===== config.mk =====
export PLATFORM = sky130hd
export DESIGN_NAME = noc_link_pipe
export DESIGN_NICKNAME = d
export VERILOG_FILES = /design/src/rtl/noc_link_pipe.sv
export SDC_FILE = /design/constraint.sdc
export NUM_CORES = 1
export LEC_CHECK = 0
export BUFFER_PORTS_ARGS = -buffer_cell sky130_fd_sc_hd__buf_2
export CAP_MARGIN = 15
export CORE_MARGIN = 3
export CORE_UTILIZATION = 45
export CTS_CLUSTER_SIZE = 28
export DETAILED_ROUTE_END_ITERATION = 8
export PLACE_DENSITY = 0.78
export SLEW_MARGIN = 20
export SYNTH_ARGS = -nofsm -noshare
export SYNTH_HDL_FRONTEND = slang
export SYNTH_SLANG_ARGS = --single-unit

===== constraint.sdc =====
create_clock -name clk_noc -period 2.7 [get_ports clk_noc]
set_clock_uncertainty 0.15 [all_clocks]
set_input_delay 0.54 -clock clk_noc [delete_from_list [all_inputs] [get_ports clk_noc]]
set_output_delay 0.54 -clock clk_noc [all_outputs]
set_load 0.005 [all_outputs]

===== src/rtl/noc_link_pipe.sv =====
// noc_link_pipe: pipelined point-to-point NoC link.
// Flits travel downstream and credits travel upstream through NUM_PIPELINE
// register stages each. The link also tracks the upstream sender's credits,
// whether a packet is currently open, and sticky credit protocol errors.
module noc_link_pipe #(
    parameter int FLIT_WIDTH        = 128,
    parameter int DEST_WIDTH        = 6,
    parameter int NUM_PIPELINE      = 1,
    parameter int FLIT_BUFFER_DEPTH = 8,
    localparam int CNT_WIDTH        = $clog2(FLIT_BUFFER_DEPTH + 1)
) (
    input  logic                  clk_noc,
    input  logic                  rst_n,
    input  logic [FLIT_WIDTH-1:0] data_in,
    input  logic [DEST_WIDTH-1:0] dest_in,
    input  logic                  is_tail_in,
    input  logic                  send_in,
    output logic                  credit_out,
    output logic [FLIT_WIDTH-1:0] data_out,
    output logic [DEST_WIDTH-1:0] dest_out,
    output logic                  is_tail_out,
    output logic                  send_out,
    input  logic                  credit_in,
    output logic [CNT_WIDTH-1:0]  credits_avail,
    output logic                  pkt_open,
    output logic                  err_underflow,
    output logic                  err_overflow
);

    localparam logic [CNT_WIDTH-1:0] MAX_CREDITS = CNT_WIDTH'(FLIT_BUFFER_DEPTH);
    localparam logic [CNT_WIDTH-1:0] ONE_CREDIT  = CNT_WIDTH'(1);

    typedef enum logic {
        IDLE = 1'b0,
        OPEN = 1'b1
    } pkt_state_t;

    logic [CNT_WIDTH-1:0] r_creditCount;
    logic                 r_errUnderflow;
    logic                 r_errOverflow;
    pkt_state_t           r_pktState;
    pkt_state_t           w_pktStateNext;

    generate
        if (NUM_PIPELINE == 0) begin : g_bypass
            assign data_out    = data_in;
            assign dest_out    = dest_in;
            assign is_tail_out = is_tail_in;
            assign send_out    = send_in;
            assign credit_out  = credit_in;
        end else begin : g_pipe
            logic [FLIT_WIDTH-1:0] r_data   [NUM_PIPELINE];
            logic [DEST_WIDTH-1:0] r_dest   [NUM_PIPELINE];
            logic                  r_tail   [NUM_PIPELINE];
            logic                  r_send   [NUM_PIPELINE];
            logic                  r_credit [NUM_PIPELINE];

            // Shift flits downstream and credits upstream; payload stages only load behind a valid flit.
            always_ff @(posedge clk_noc or negedge rst_n) begin
                if (!rst_n) begin
                    for (int i = 0; i < NUM_PIPELINE; i++) begin
                        r_data[i]   <= '0;
                        r_dest[i]   <= '0;
                        r_tail[i]   <= 1'b0;
                        r_send[i]   <= 1'b0;
                        r_credit[i] <= 1'b0;
                    end
                end else begin
                    r_send[0]   <= send_in;
                    r_credit[0] <= credit_in;
                    if (send_in) begin
                        r_data[0] <= data_in;
                        r_dest[0] <= dest_in;
                        r_tail[0] <= is_tail_in;
                    end
                    for (int i = 1; i < NUM_PIPELINE; i++) begin
                        r_send[i]   <= r_send[i-1];
                        r_credit[i] <= r_credit[i-1];
                        if (r_send[i-1]) begin
                            r_data[i] <= r_data[i-1];
                            r_dest[i] <= r_dest[i-1];
                            r_tail[i] <= r_tail[i-1];
                        end
                    end
                end
            end

            assign data_out    = r_data[NUM_PIPELINE-1];
            assign dest_out    = r_dest[NUM_PIPELINE-1];
            assign is_tail_out = r_tail[NUM_PIPELINE-1];
            assign send_out    = r_send[NUM_PIPELINE-1];
            assign credit_out  = r_credit[NUM_PIPELINE-1];
        end
    endgenerate

    // Mirror the upstream sender's credit count, clamping at the ends and latching any protocol error.
    always_ff @(posedge clk_noc or negedge rst_n) begin
        if (!rst_n) begin
            r_creditCount  <= MAX_CREDITS;
            r_errUnderflow <= 1'b0;
            r_errOverflow  <= 1'b0;
        end else begin
            case ({send_in, credit_out})
                2'b10: begin
                    if (r_creditCount == '0) begin
                        r_errUnderflow <= 1'b1;
                    end else begin
                        r_creditCount <= r_creditCount - ONE_CREDIT;
                    end
                end
                2'b01: begin
                    if (r_creditCount == MAX_CREDITS) begin
                        r_errOverflow <= 1'b1;
                    end else begin
                        r_creditCount <= r_creditCount + ONE_CREDIT;
                    end
                end
                default: begin
                end
            endcase
        end
    end

    // Packet tracker state register.
    always_ff @(posedge clk_noc or negedge rst_n) begin
        if (!rst_n) begin
            r_pktState <= IDLE;
        end else begin
            r_pktState <= w_pktStateNext;
        end
    end

    // A non-tail flit opens a packet, a tail flit closes it; single-flit packets never open.
    always_comb begin
        w_pktStateNext = r_pktState;
        case (r_pktState)
            IDLE: begin
                if (send_in && !is_tail_in) begin
                    w_pktStateNext = OPEN;
                end
            end
            OPEN: begin
                if (send_in && is_tail_in) begin
                    w_pktStateNext = IDLE;
                end
            end
            default: begin
                w_pktStateNext = IDLE;
            end
        endcase
    end

    assign credits_avail = r_creditCount;
    assign pkt_open      = (r_pktState == OPEN);
    assign err_underflow = r_errUnderflow;
    assign err_overflow  = r_errOverflow;

endmodule


Yosys cells after proc, flatten, opt, wreduce, memory -nomap -nowiden
Cells that the tools add are included.
{"block": "word_totals", "register_bits": 144, "out_inout_bits": 144, "word_cells": 31}
{"block": "op_classes", "n_addsub": 2, "n_eq_ne": 5, "mux": 6, "n_bitwise": 1, "n_reduce_logical": 8}
{"op": "4-bit 2-to-1 mux", "count": 2}
{"op": "4-bit case mux with 2 select lines", "count": 1}
{"op": "4-bit by 1-bit adder with 4-bit output, second input constant", "count": 1}
{"op": "4-bit equality test, second input constant", "count": 1}
{"op": "4-bit logical NOT", "count": 1}
{"op": "2-bit inequality test, second input constant", "count": 2}
{"op": "2-bit AND reduction", "count": 2}
{"op": "4-bit by 1-bit subtractor with 4-bit output, second input constant", "count": 1}
{"op": "3-bit AND reduction", "count": 1}
{"op": "2-bit by 1-bit equality test with 1-bit output, second input constant", "count": 1}
{"op": "2-bit equality test, second input constant", "count": 1}
{"op": "1-bit logical AND", "count": 2}
{"op": "1-bit 2-to-1 mux", "count": 2}
{"op": "1-bit case mux with 2 select lines", "count": 1}
{"op": "2-bit nonzero test", "count": 1}
{"op": "1-bit logical NOT", "count": 1}
{"op": "1-bit NOT", "count": 1}

Logic depth before layout (Yosys ltp)
Gate-level depths: netlist of run 1.
{"block": "logic_depth", "depth_word": 4, "mapped_depth": 11, "ltp_nobuf": 8}

Least setup slack after synthesis of run 1
No wires, ideal clock.
{"block": "synth_timing", "path_kind": "input -> register", "start": "input port send_in", "end": "register r_creditCount[3] (netlist: credits_avail[3])", "setup_time_ns": 0.081, "t_arrival_ns": 2.548, "t_required_ns": 2.469, "slack_ns": -0.079, "cell_stages": 11, "path_buffers": 3, "path_cell_list": "buf_2 buf_4 buf_4 inv_1 ha_1 inv_1 ha_1 a21o_1 a21oi_2 mux2_4 a211oi_2"}
{"block": "synth_between", "elab_chain_cells": 3}
{"item": "from (decl)", "line_no": "17", "rtl": "input logic send_in,"}
{"item": "2-bit by 1-bit equality test with 1-bit output or 2-bit equality test (tied branches)", "line_no": "103", "rtl": "case ({send_in, credit_out})"}
{"item": "2-bit inequality test (no source line) or 2-bit nonzero test (tied branches)"}
{"item": "3-bit AND reduction (no source line)"}
{"item": "to (signal assigned)", "line_no": "108", "rtl": "r_creditCount <= r_creditCount - ONE_CREDIT;"}
{"item": "to (signal assigned)", "line_no": "115", "rtl": "r_creditCount <= r_creditCount + ONE_CREDIT;"}
{"item": "to (decl)", "line_no": "38", "rtl": "logic [CNT_WIDTH-1:0] r_creditCount;"}
Parallel ways exist; a longest one is shown, timed or not.
A chain may end at the register's enable or synchronous reset.

Worst setup path after layout of run 1
{"block": "layout_timing", "start": "register g_pipe.r_credit (netlist: credit_out)", "end": "register r_creditCount[3] (netlist: credits_avail[3])"}
{"block": "layout_between", "elab_chain_cells": 3}
{"item": "from (decl)", "line_no": "56", "rtl": "logic r_credit [NUM_PIPELINE];"}
{"item": "from (signal, indexed assignment)", "line_no": "78", "rtl": "r_credit[i] <= r_credit[i-1];"}
{"item": "2-bit by 1-bit equality test with 1-bit output or 2-bit equality test (tied branches)", "line_no": "103"}
{"item": "2-bit inequality test (no source line) or 2-bit nonzero test (tied branches)"}
{"item": "3-bit AND reduction (no source line)"}
Parallel ways exist; a longest one is shown, timed or not.

==> flow_metrics.tcl, run 1 <==
set metrics [dict create \
    grt.total_usage 0.1937 \
    relSlewSlack 0.4514 \
    min_period_ps 2117 \
    p_total_w 0.006157 \
    ys_seq_area_frac 0.6569 \
    grt_pass1_wl_mm 19.99 \
    yosysWarnings 0 \
    numPortBuffers 282 \
    p_leak_nw 3.811 \
    crit_path_end_kind "register" \
    routedWlPerCell_um 17.19 \
    status "completed" \
    chipHeight_um 116.4 \
    synth_area_um2 5488 \
    maxCapViolCount 0 \
    worst_ir_drop_vdd_mv 0.4201 \
    fp.dieArea_um2 13560 \
    nNetsFinal 759 \
    worst_pin_slew_ps 822.9 \
    setup_tns_ps 0 \
    path_depth 7 \
    path_delay_family "compound AO/OA/AOI/OAI gates" \
    period_share 0.7841 \
    cts-resized-gates 0 \
    clk_latency_ps 410 \
    ys_types 25 \
    cp-start-kind "register" \
    dr.pass1.iters 4 \
    worst_r2r_path_depth 7 \
    row_count 39 \
    slew_violations 0 \
    vias_per_cell 4.875 \
    clock-sinks 144 \
    grt_max_degree 137 \
    max_stage_delay_ps 420 \
    dpl.hpwl_mm 9.705 \
    worstSetupPathType "register to register" \
    min_to "credit_out" \
    coreArea_um2 11660 \
    crit_slowest_cell "dfrtp_1" \
    drt_iter0_markers 167 \
    cts.htree.levels 4 \
    dpl_worst_slack_ps 270.8 \
    ios 283 \
    drive_above_1_share 0.7309 \
    via_count 3759 \
    cts_hold_buf 1 \
    ff2ff_setup_slack_ps 580 \
    min_from "credit_in" \
    hold_viol 0 \
    antenna_found_initial 0 \
    syn_area_per_cell_um2 16.94 \
    crit_fanout 6 \
    remaining_drc_errors 0 \
    ant_nets 0 \
    crit_arrival_ps 2290 \
    path_buf_inv 1 \
    cts_buffer_depth 2 \
    cts-root-buf "clkbuf_16" \
    holdPathStages 1 \
    cp.required_ps 2870 \
    fin_ws_ps 583.0 \
    synth_nets 468 \
    netlist_instances 324 \
    final_core_util 0.6634 \
    syn_to_final_growth_pct 40.99 \
    die_w_um 116.4 \
    diodes 0 \
    fmax_mhz 472.4 \
    hold_class "input pin to register" \
    grt_pass1_vias 3991 \
    worstPathCellList "ha_4, inv_1, ha_1, a21o_1, a21oi_2, mux2_4, a211oi_2" \
    initial_utilization 0.4706 \
    clkTransAtPathRegs_ps 60 \
    routabilityCongestion 0.7768 \
    whs_ps 96.60 \
    setup_viol 0 \
    routed_wl_mm 13.25 \
    overflow 0 \
    worstReg2RegStart "credit_out" \
    cts_tree "yes" \
    yosys_register_bits 144 \
    timing.rr.end "credits_avail[3]" \
    rsz0062_at_grt "no" \
    numCtsBuffers 17 \
    post_cts_buffers 0 \
    power.density_nw_per_um2 795.8 \
]
## registers in the layout (all words and copies together), names as in the netlist, named ones only
register and flops:
data_out 128, err_underflow 1, err_overflow 1, is_tail_out 1
send_out 1, credit_out 1, credits_avail 4, dest_out 6
## worst max path at each step
stage / from / to / slack, ps
2_1_floorplan: send_in / credits_avail[3] / 40
3_3_place_gp: send_in / credits_avail[3] / 320
3_5_place_dp: send_in / credits_avail[3] / 270
4_1_cts: credit_out / credits_avail[3] / 580
5_1_grt: credit_out / credits_avail[3] / 500
6_report: credit_out / credits_avail[3] / 580
## worst reg2reg max path, delay by kind of cell (launching register included)
family | cells | cell delay [ps]
AO/OA/AOI/OAI | 3 | 590
adder cells (fa/ha/maj) | 2 | 440
flip-flops | 1 | 420
multiplexers | 1 | 320
buffers and inverters | 1 | 110
## synth_stat cells
cell type / number / area share
a211oi_2: 1 / 0.0023
a21o_1: 3 / 0.0041
a21oi_1: 1 / 0.00091
a21oi_2: 1 / 0.0016
a21oi_4: 1 / 0.0030
a31o_2: 1 / 0.0016
buf_2: 10 / 0.0091
buf_4: 5 / 0.0068
dfrtp_1: 143 / 0.65
dfstp_2: 1 / 0.0048
fa_1: 1 / 0.0036
ha_1: 4 / 0.0091
inv_1: 3 / 0.0021
mux2_1: 2 / 0.0041
mux2_2: 135 / 0.28
mux2_4: 1 / 0.0027
mux2i_1: 1 / 0.0018
nand2_1: 1 / 0.00068
nor2_1: 2 / 0.0014
nor2b_1: 1 / 0.0011
nor3_4: 1 / 0.0030
nor3b_1: 1 / 0.0014
o21ai_0: 1 / 0.00091
or3b_1: 1 / 0.0016
xor2_1: 2 / 0.0032
## per-stage QoR
stage | cells | area, µm²
after global placement | 738 | 7067
after detailed placement | 738 | 7067
after CTS | 771 | 7737
final | 771 | 7737
after global routing | 771 | 7737
after floorplan | 324 | 5500
## cell families (layout without fill, tap and decap cells)
group	after synthesis	in the layout	share of synthesized area
flops	144	144	0.6569
mux	139	139	0.2857
xor+xnor	2	2	0.003193
simple gates	7	7	0.009122
fa+ha+maj	5	5	0.01277
buf+inv	18	322	0.01801
compound gates	9	9	0.01436
## placed cells by master, fill, tap and decap left out
cell type	count
buf_2	280
dfrtp_1	143
mux2_2	135
clkbuf_16	17
bufinv_16	6
a21o_1	3
ha_1	3
clkinv_2	3
clkbuf_1	3
buf_4	3
inv_1	2
xor2_1	2
mux2_1	2
nor2_1	2
clkinvlp_4	2
buf_12	2
inv_2	1
nor3_4	1
nor2b_1	1
a21oi_4	1
or3b_1	1
a21oi_2	1
mux2i_1	1
nor3b_1	1
mux2_4	1
a21oi_1	1
a211oi_2	1
a31o_2	1
nand2_1	1
o21ai_0	1
fa_1	1
ha_4	1
clkbuf_8	1
dfstp_2	1
dlygate4sd3_1	1
buf_6	1
## area by class of cell
type / count / area, µm²
Fill cell: 857 / 3925
Sequential cell: 144 / 3605
Multi-Input combinational cell: 162 / 1797
Timing Repair Buffer: 287 / 1485
Clock buffer: 21 / 450.4
Clock inverter: 11 / 210.2
Tap cell: 143 / 178.9
Inverter: 3 / 11.26
## where the power goes
| part | leakage (nW) | internal (W) | switching [W] |
|---|---|---|---|
| sequential | 1.68 | 0.00242 | 0.000179 |
| combinational | 1.81 | 0.000547 | 0.000414 |
| clock | 0.317 | 0.00175 | 0.000845 |
| total | 3.81 | 0.00472 | 0.00144 |
## routing by layer
metal / global-route usage / wire length (µm)
met3: 0.06891 / 1253
met5: 0 / 0
met1: 0.2090 / 4796
met2: 0.3467 / 6983
met4: 0.07579 / 220
(Power assumes the default switching activity.)
==> run 2: changes to the inputs <==
- CORE_UTILIZATION: 45 -> 41
- PLACE_DENSITY: 0.78 -> 0.74
- clock period: 2.7 -> 1.8 ns (I/O delays scaled with it)
==> flow_metrics.tcl, run 2 (synthesis gave the netlist of run 1 again) <==
set metrics [dict create \
    largest_register_ffs 128 \
    combPwrFrac 0.177 \
    ant_nets 0 \
    worst_pin_slew_ps 381.0 \
    cts_buffer_depth 2 \
    sw_frac_of_total 0.2322 \
    timing.rr.end "credits_avail[3]" \
    period_share 1.026 \
    cts_tree "yes" \
    dr.pass1.iters 3 \
    cp-start-kind "register" \
    crit_path_end_kind "register" \
    numPortBuffers 282 \
    drive_above_1_share 0.7488 \
    p_seq_frac 0.405 \
    critPathMostFrequentCell "ha_4" \
    n_fill_cell 1010 \
    worst_r2r_path_depth 7 \
    coreArea_um2 12880 \
    worst_ir_drop_vdd_mv 0.7213 \
    startpoint "credit_out" \
    rsz0062_at_grt "yes" \
    path_delay_family "compound AO/OA/AOI/OAI gates" \
    dpl.cell_count 776 \
    routedWlPerCell_um 16.19 \
    final_core_util 0.6174 \
    power.density_nw_per_um2 1194 \
    final_common_cell "buf_2" \
    drt_iter0_markers 88 \
    path_depth 7 \
    max_stage_delay_ps 420 \
    antenna_found_initial 1 \
    status "complete, but fails checks" \
    diodes 0 \
    row_count 41 \
    worstReg2RegStart "credit_out" \
    fmax_mhz 541.2 \
    dpl_worst_slack_ps -171.2 \
    crit_fanout 3 \
    p_sw_w 0.002205 \
    crit_arrival_ps 2030 \
    instances_no_fill 813 \
    clock-sinks 144 \
    nNetsFinal 772 \
    relSlewSlack 0.7460 \
    hold_viol 0 \
    final_cell_mix "buf_2 (280), dfrtp_1 (143), mux2_2 (135), clkbuf_16 (17), buf_4 (13)" \
    routed_wl_mm 13.16 \
    chipHeight_um 121.7 \
    maxCapViolCount 0 \
    numCtsBuffers 17 \
    overflow 0 \
    path_buf_inv 1 \
    routabilityCongestion 0.7289 \
    grt_pass1_wl_mm 20.26 \
    remaining_drc_errors 0 \
    grt_pass1_vias 4048 \
    ios 283 \
    cp.required_ps 1980 \
    endpoint "credits_avail[3]" \
    die_w_um 121.7 \
    crit_slowest_cell "dfrtp_1" \
    syn_to_final_growth_pct 44.87 \
    vias_per_cell 4.690 \
    initial_utilization 0.4262 \
    worstPathCellList "ha_4, inv_4, ha_4, a21o_1, a21oi_2, mux2_4, a211oi_2" \
    min_period_ps 1848 \
    clk_latency_ps 410 \
    via_count 3813 \
    worstSetupPathType "register to register" \
    ff2ff_setup_slack_ps -50 \
    power.internal_w 0.007289 \
    dpl.hpwl_mm 10.05 \
    grt.total_usage 0.1780 \
    grt_max_degree 68 \
    fin_ws_ps -47.59 \
    p_leak_nw 3.905 \
    fp.dieArea_um2 14810 \
    p_clk_frac 0.418 \
    setup_viol 1 \
    hold_class "input pin to register" \
    cts-root-buf "clkbuf_16" \
    violations "setup timing" \
    cts.htree.levels 4 \
    clkTransAtPathRegs_ps 60 \
    slew_violations 0 \
]
[run 2: cell types whose count changed in the layout (fill, tap and decap cells not counted), sizes merged]
cell / change
bufinv: -1
buf: +12
clkinv: -2
clkbuf: +3
clkinvlp: -1
inv: +1
dlygate4sd3: +1
[run 2: timing repair]
action                                  4_1_cts  5_1_grt
endpoints found under the setup margin        2        2
resized for setup                             0        6
gates cloned                                  0        0
hold endpoints to repair                    144        0
hold buffers                                  2        0
buffers inserted                              1        2
pin swaps                                     2        3
[run 2: per-layer routing]
metal | GRT usage | wire, µm
met5 | 0 | 9
met4 | 0.07703 | 251
met3 | 0.06685 | 1213
met2 | 0.3067 | 6870
met1 | 0.1972 | 4818
[run 2: area by class of cell]
type	instances	area, µm²	area share
Clock buffer	24	511.7	0.06437
Clock inverter	8	171.4	0.02156
Inverter	3	16.27	0.002046
Timing Repair Buffer	300	1602	0.2014
Tap cell	172	215.2	0.02707
Multi-Input combinational cell	162	1829	0.2301
Sequential cell	144	3605	0.4534
[run 2: through the flow]
step | power, W | TNS, ps | cell area (µm²) | hold WS, ps
3_5_place_dp | 0.005536 | -611.8 | 7204 | 64.17
6_report | 0.009493 | -47.59 | 7950 | 25.95
5_1_grt | 0.009959 | -162.0 | 7950 | 8.000
2_1_floorplan | 0.004657 | -816.9 | 5543 | -85.59
4_1_cts | 0.009575 | -66.07 | 7915 | 3.439
3_3_place_gp | 0.005458 | -221.6 | 7204 | 61.05
[run 2: worst min-delay path by stage]
stage,from,cells past startpoint,endpoint,slack [ps]
floorplan,rst_n,0,async pin,-90
global placement,rst_n,1,data_out[10],60
detailed placement,rst_n,1,data_out[33],60
CTS,data_in[23],2,data_out[23],3
global route,data_in[103],2,data_out[103],8
finish,data_in[57],2,data_out[57],30
[run 2: power groups by stage]
stage                     sequential (W)  clock [W]  combinational [W]
final                            0.00385    0.00397            0.00168
after global routing             0.00390    0.00422            0.00184
after CTS                        0.00384    0.00406            0.00167
after detailed placement         0.00390          0            0.00164
after global placement           0.00388          0            0.00158
after floorplan                  0.00397          0           0.000691
==> run 3: changes to the inputs <==
--- a/config.mk
+++ b/config.mk
@@ -7,5 +7,5 @@
 export LEC_CHECK = 0
 export BUFFER_PORTS_ARGS = -buffer_cell sky130_fd_sc_hd__buf_2
-export CAP_MARGIN = 15
+export CAP_MARGIN = 20
 export CORE_MARGIN = 3
 export CORE_UTILIZATION = 41
--- a/constraint.sdc
+++ b/constraint.sdc
@@ -3,3 +3,3 @@
 set_input_delay 0.36 -clock clk_noc [delete_from_list [all_inputs] [get_ports clk_noc]]
 set_output_delay 0.36 -clock clk_noc [all_outputs]
-set_load 0.005 [all_outputs]
+set_load 0.1 [all_outputs]
==> flow_metrics.tcl, run 3 (synthesis gave the netlist of run 1 again) <==
set metrics [dict create \
    final_core_util 0.6140 \
    initial_utilization 0.4262 \
    fin_ws_ps -168.5 \
    vias_per_cell 4.655 \
    dpl.hpwl_mm 9.652 \
    clk_latency_ps 410 \
    clock-sinks 144 \
    crit_fanout 3 \
    diodes 0 \
    coreArea_um2 12880 \
    p_leak_nw 3.864 \
    crit_path_end_kind "register" \
    drt_iter0_markers 153 \
    grt_pass1_vias 4005 \
    die_w_um 121.7 \
    numPortBuffers 282 \
    cts_tree "yes" \
    grt.total_usage 0.1732 \
    clkTransAtPathRegs_ps 60 \
    drive_above_1_share 0.7449 \
    fmax_mhz 508.0 \
    slew_violations 0 \
    min_from "data_in[106]" \
    final_cell_mix "buf_2 (276), dfrtp_1 (139), mux2_2 (135), clkbuf_16 (17), buf_4 (12)" \
    relSlewSlack 0.6616 \
    cts-root-buf "clkbuf_16" \
    violations "setup timing" \
    worstReg2RegStart "credit_out" \
    nNetsFinal 770 \
    numCtsBuffers 17 \
    min_period_ps 1968 \
    ff2ff_setup_slack_ps -170 \
    cts_buffer_depth 2 \
    routabilityCongestion 0.7682 \
    maxCapViolCount 0 \
    dr.pass1.iters 4 \
    min_to "data_out[106]" \
    grt_pass1_wl_mm 19.82 \
    via_count 3775 \
    worst_r2r_path_depth 7 \
    worst_ir_drop_vdd_mv 0.7098 \
    largest_register_ffs 128 \
    worstSetupPathType "register to register" \
    overflow 0 \
    antenna_found_initial 0 \
    cts.htree.levels 4 \
    power.density_nw_per_um2 1521 \
    setup_tns_ps -186.3 \
    ant_nets 0 \
    final_common_cell "buf_2" \
    crit_arrival_ps 2140 \
    routedWlPerCell_um 15.82 \
    holdPathStages 2 \
    worst_pin_slew_ps 511.1 \
    rsz0062_at_grt "yes" \
    setup_viol 2 \
    routed_wl_mm 12.83 \
    row_count 41 \
    cp-start-kind "register" \
    ios 283 \
    chipHeight_um 121.7 \
    remaining_drc_errors 0 \
    hold_class "input pin to register" \
    syn_to_final_growth_pct 44.07 \
    grt_max_degree 75 \
    cp.required_ps 1980 \
    fp.dieArea_um2 14810 \
    timing.rr.end "credits_avail[3]" \
    hold_viol 0 \
    status "complete, but fails checks" \
    period_share 1.094 \
]
run 3: cell type report:
type | instances | area, µm²
clock buffers | 22 | 464.2
clock inverters | 10 | 158.9
fillers | 1027 | 4970
inverters | 3 | 16.27
multi-input cells | 162 | 1815
flip-flops and latches | 144 | 3612
well taps | 172 | 215.2
repair buffers | 298 | 1624
run 3: how the worst max path moves through the flow:
stage	from	endpoint	slack, ps	cells after the start
6_report	credit_out	credits_avail[3]	-170	7
5_1_grt	credit_out	credits_avail[3]	-240	7
4_1_cts	credit_out	credits_avail[3]	-170	7
3_5_place_dp	send_in	credits_avail[3]	-160	9
3_3_place_gp	send_in	credits_avail[3]	-150	9
2_1_floorplan	send_in	credits_avail[3]	-410	11
run 3: critical path, cell delays in order, from the launching register on:
cell      delay, ps
dfrtp_4         500
ha_4            180
inv_4            70
ha_4            190
a21o_1          180
a21oi_2         160
mux2_4          320
a211oi_2        140
run 3: what timing repair did:
item	4_1_cts	5_1_grt
pin swaps	0	0
buffers inserted	1	0
endpoints found under the hold margin	28	0
setup endpoints to repair	8	4
hold buffers	3	0
resized for setup	5	1
run 3: metrics by stage:
step	power (W)	worst slack [ps]	cell area (µm²)	std cells	hold WS, ps
after CTS	0.01214	-168.2	7904	811	6.991
after detailed placement	0.008346	-163.3	7228	775	98.81
after global placement	0.008277	-152.9	7228	775	99.76
final	0.01203	-168.5	7906	811	32.04
after global routing	0.01249	-240.6	7906	811	6.702
after floorplan	0.007410	-410.7	5547	324	-85.59
run 3: metal layers:
layer | vias to the layer above | wire length (µm) | GRT usage
met5 | - | 0 | 0
met2 | 182 | 6580 | 0.2964
met1 | 1816 | 4681 | 0.1908
met3 | 22 | 1284 | 0.07010
li1 | 1755 | - | -
met4 | 0 | 282 | 0.07353
run 3: power breakdown:
group	internal [W]	switching [W]	total, W
clock network	0.00239	0.00129	0.00367
registers	0.00364	0.000253	0.00389
logic	0.000992	0.00347	0.00446
